File: src/rtl/axi_chan_buf.sv
// axi_chan_buf: valid/ready buffer for one packed AXI channel bundle, with optional fall-through and packet modes
module axi_chan_buf #(
  parameter int DATA_W      = 64,
  parameter int DEPTH       = 4,
  parameter int FALLTHROUGH = 0,
  parameter int PKT_MODE    = 0,
  parameter int LAST_BIT    = 0,
  parameter int AFULL_TH    = DEPTH - 1
) (
  input  logic                         clk,
  input  logic                         rst,
  input  logic                         s_valid,
  output logic                         s_ready,
  input  logic [DATA_W-1:0]            s_payload,
  output logic                         m_valid,
  input  logic                         m_ready,
  output logic [DATA_W-1:0]            m_payload,
  output logic [$clog2(DEPTH+1)-1:0]   count,
  output logic                         almost_full,
  output logic                         pkt_forced
);
  localparam int CW = $clog2(DEPTH + 1);
  localparam int PW = $clog2(DEPTH);
  localparam logic [CW-1:0] FULL_C = CW'(DEPTH);
  localparam logic [CW-1:0] AF_C = CW'(AFULL_TH);
  logic [DATA_W-1:0] mem [DEPTH];
  logic [PW-1:0] wr_ptr, rd_ptr;
  logic [CW-1:0] pkt_cnt, count_next;
  logic rel_q, rel, empty, full, bypass, push, pop, wr_en, rd_en, last_out;
  if (PKT_MODE != 0 && FALLTHROUGH != 0) begin : g_illegal
    $error("axi_chan_buf: PKT_MODE and FALLTHROUGH cannot both be set");
  end
  always_comb begin
    empty = count == '0;
    full = count == FULL_C;
    bypass = FALLTHROUGH != 0 && empty;
    rel = rel_q | (full & (pkt_cnt == '0));
    pkt_forced = PKT_MODE != 0 && full && pkt_cnt == '0 && !rel_q;
    m_valid = bypass ? (s_valid & s_ready) : (!empty && (PKT_MODE == 0 || pkt_cnt != '0 || rel));
    m_payload = !empty ? mem[rd_ptr] : (bypass && s_ready) ? s_payload : '0;
    push = s_valid & s_ready;
    pop = m_valid & m_ready;
    wr_en = push & ~(bypass & pop);
    rd_en = pop & ~bypass;
    last_out = rd_en & m_payload[LAST_BIT];
    count_next = count + CW'(wr_en) - CW'(rd_en);
    almost_full = count >= AF_C;
  end
  always_ff @(posedge clk) begin
    if (rst) begin
      wr_ptr <= '0;
      rd_ptr <= '0;
      count <= '0;
      pkt_cnt <= '0;
      s_ready <= 1'b0;
      rel_q <= 1'b0;
    end else begin
      if (wr_en) wr_ptr <= wr_ptr + PW'(1);
      if (rd_en) rd_ptr <= rd_ptr + PW'(1);
      count <= count_next;
      s_ready <= count_next < FULL_C;
      if (PKT_MODE != 0) begin
        pkt_cnt <= pkt_cnt + CW'(wr_en & s_payload[LAST_BIT]) - CW'(last_out);
        rel_q <= rel & ~last_out;
      end
    end
  end
  always_ff @(posedge clk) begin
    if (wr_en && !rst) mem[wr_ptr] <= s_payload;
  end
endmodule

File: config.mk
export PLATFORM = sky130hd
export DESIGN_NAME = axi_chan_buf
export DESIGN_NICKNAME = d
export VERILOG_FILES = /design/src/rtl/axi_chan_buf.sv
export SDC_FILE = /design/constraint.sdc
export NUM_CORES = 1
export LEC_CHECK = 0
export BUFFER_PORTS_ARGS = -buffer_cell sky130_fd_sc_hd__clkbuf_2
export CORE_ASPECT_RATIO = 2
export CORE_UTILIZATION = 55
export CTS_CLUSTER_SIZE = 28
export DETAILED_ROUTE_END_ITERATION = 10
export GPL_ROUTABILITY_DRIVEN = 0
export PLACE_DENSITY = 0.78
export SLEW_MARGIN = 20
export SYNTH_ARGS = -nofsm -noshare
export SYNTH_HDL_FRONTEND = slang
export SYNTH_SLANG_ARGS = --single-unit
File: constraint.sdc
create_clock -name clk -period 9.96 [get_ports clk]
set_clock_uncertainty 0.15 [all_clocks]
set_input_delay 1.992 -clock clk [delete_from_list [all_inputs] [get_ports clk]]
set_output_delay 1.992 -clock clk [all_outputs]
set_load 0.01 [all_outputs]
==> results.yml <==
floorplan:
  initial_utilization_pct: 56.1
  chipWidth_um: 98.7
  floorplan.rows: 70
  io-pin-count: 139
  dieArea_um2: 19300
  dieHeight_um: 195
  placeableCoreArea_um2: 18300
routing:
  drt-pass1-iter-count: 4
  vias: 4906
  routed_wire_length_per_instance_um: 22.8
  detail_route.drc_violations: 0
  via_per_inst: 5.88
  dr.first_iter.drc_count: 272
  routed_wirelength_um: 19000
  antenna_left: 0
critical_path:
  critical_path.max_stage_delay_ns: 0.76
  required_ns: 7.82
  timing.critical_path.from_type: "flip-flop"
  cp_cell_sequence: "buf_4 -> mux4_2 -> and2_1 -> clkbuf_2"
  crit_path_arrival_time_ns: 2.90
  rr_startpoint: "s_ready$_SDFF_PP0_"
  slowest_stage: "dfxtp_4"
  flop2flop_setup_slack_ns: 7.08
  cp_max_fo: 33
  cp-end-kind: "output port"
  worst-setup-path-type: "flip-flop to output port"
  worst-r2r-cell-count: 3
  r2r-end: "mem[2][4]$_DFFE_PP_"
global_route:
  groute.usage.overall_pct: 20.6
  grt.overflow.total: 0
  vias_in_the_first_global_route: 5379
  grt_start_max_net_pins: 66
  global_route_wire_length_before_repair_um: 29400
  antenna_found_initial: 0
yosys:
  area_fraction_of_the_dominant_cell_type_after_synthesis_pct: 74.8
  synth.net_count: 536
  synth-edff-count: 256
  synthesis.area_um2: 10300
  avgSynthCellArea_um2: 22.3
  synth_top_cells_by_area: "edfxtp_1, mux4_2, and2_1, dfxtp_1, buf_12"
  yosys_register_bits: 266
  synthesis.yosys.warnings: 0
  share_of_flip_flops_with_an_asynchronous_set_or_reset_after_synthesis_pct: 0
  synth_cells: 460
  synth_cell_type_count: 29
  post-synth-top-area-cell: "edfxtp_1"
  yosys_most_used_dff: "edfxtp_1"
  synth_sequential_area_ratio_pct: 76.8
sta:
  final_critical_period_ns: 5.04
  layout_worst_path_cycle_share_pct: 50.6
  unrepaired_setup_endpoints_after_global_routing: "false"
  final.setup.tns_ns: 0
  final_max_slew_viol_count: 0
  final_hold_viol_count: 0
  final-setup-viol-count: 0
  clock.fmax_mhz: 199
  relative_slew_margins_pct: 30.4
  timing_worst_slew_pin_value_ns: 1.04
pwr:
  finalPower_uw: 2880
  max-vdd-ir-drop_mv: 0.305
  power-per-cell-area_nw_per_um2: 242
  total_leakage_power_uw: 0.00406
cells_and_area:
  antenna_cells: 0
  area_delta_synth_final_pct: 15.7
  drive_gt1_share_pct: 40.4
  finish.net_count: 679
clocking:
  root_buffer: "clkbuf_16"
  cts_hold_repair.buffers: 0
  tritoncts_num_sinks: 266
  cts_inserted_buffers: 22
  worstSkewPairLatency_ns: 0.50
  post_cts_setup_buffer_count: 0
  cts.repair.resized: 0
  tritoncts: "yes"
  clock_transition_at_the_registers_of_the_reported_paths_ns: 0.07
  cts_buffer_depth: 3
  ctsHtreeMaxLevel: 1
min_path:
  worstHoldPathType: "flip-flop to flip-flop"
  hold_path_end: "wr_ptr[1]$_SDFFE_PP0N_"
  hold_start: "s_ready$_SDFF_PP0_"
  timing.hold.worst_path_depth: 2
placement:
  port_buffers: 137
  dpl.hpwl_um: 11400
outcome:
  outcome: "finished, final reports clean"
run:
  number_of_maximum_capacitance_violations: 0
[layout by cell type (no fill, tap or decap), drive strengths merged, types with 2 or more instances in the layout]
master and count:
a21oi 2, mux4 64, clkbuf 162, clkinv 8, nor2 3, buf 5, and2 64, nor3b 4
mux2 3, a21bo 2, bufinv 5, ha 7, inv 6, dfxtp 10, nor2b 5, clkinvlp 2
nand2 2, edfxtp 256
[kinds of logic after synthesis]
logic type / count (synthesis) / synth area share (%)
flip-flops: 266 / 76.8
AND/OR/NAND/NOR: 81 / 4.86
adder cells (fa/ha/maj): 8 / 1.05
AO/OA/AOI/OAI: 7 / 0.511
XOR/XNOR: 1 / 0.0852
multiplexers: 67 / 14.5
other: 1 / 0.0365
buffers and inverters: 29 / 2.20
[Yosys cell counts (all sizes together) (2+ instances only)]
| cell | number |
|---|---|
| buf | 14 |
| dfxtp | 10 |
| mux2 | 3 |
| nor2 | 3 |
| nand2 | 2 |
| ha | 7 |
| nor2b | 5 |
| clkbuf | 9 |
| a21oi | 2 |
| a21bo | 2 |
| nor3b | 4 |
| inv | 6 |
| and2 | 64 |
| edfxtp | 256 |
| mux4 | 64 |
[layout make-up]
type	count	area (µm²)
clock buffers	25	583
clock inverters	15	206
fillers	1185	6420
inverters	6	22.5
multi-input cells	165	2190
flip-flops and latches	266	7900
well taps	216	270
repair buffers	142	723
[how the worst max path moves through the flow]
stage,start,to,slack [ns],cells past startpoint
final,flip-flop,m_payload[5],4.92,4
after CTS,flip-flop,m_payload[5],4.81,4
after floorplan,rst,mem[3][0]$_DFFE_PP_,2.32,2
after global placement,flip-flop,m_payload[63],5.40,4
after global routing,flip-flop,m_payload[63],4.69,4
after detailed placement,s_valid,mem[2][12]$_DFFE_PP_,5.37,4
[metrics by stage]
stage / hold WS, ns / instance area, µm² / utilization, % / std cells / setup WS, ns
after detailed placement: 0.394 / 11100 / 60.6 / 795 / 5.37
after CTS: 0.396 / 11900 / 64.9 / 835 / 4.81
after global routing: 0.424 / 11900 / 64.9 / 835 / 4.69
after floorplan: 0.388 / 10300 / - / 460 / 2.32
final: 0.399 / 11900 / 64.9 / 835 / 4.92
after global placement: 0.387 / 11100 / 60.6 / 795 / 5.40
[critical path: cells and delay by family (launching register included)]
family / cells / cell delay, ns
buf+inv: 2 / 0.81
flops: 1 / 0.76
mux: 1 / 0.59
simple gates: 1 / 0.21
[state kept, by name (all words and copies together), names as in the netlist, named ones only]
| signal | count |
|---|---|
| rd_ptr | 2 |
| wr_ptr | 2 |
| count | 3 |
| mem | 256 |
| s_ready | 1 |
[where the power goes]
| part | leakage, µW | internal (µW) | switching (µW) |
|---|---|---|---|
| Clock | 0.000384 | 553 | 370 |
| Combinational | 0.00129 | 316 | 311 |
| Sequential | 0.00239 | 1270 | 60.5 |
[layer usage]
| layer | track usage [%] | routed length (µm) | up-vias |
|---|---|---|---|
| met5 | 0 | 0 | - |
| met1 | 23.0 | 6710 | 2539 |
| met4 | 9.78 | 845 | 0 |
| li1 | - | - | 2147 |
| met3 | 3.76 | 1020 | 49 |
| met2 | 37.7 | 10400 | 171 |
(Power assumes the default switching activity.)
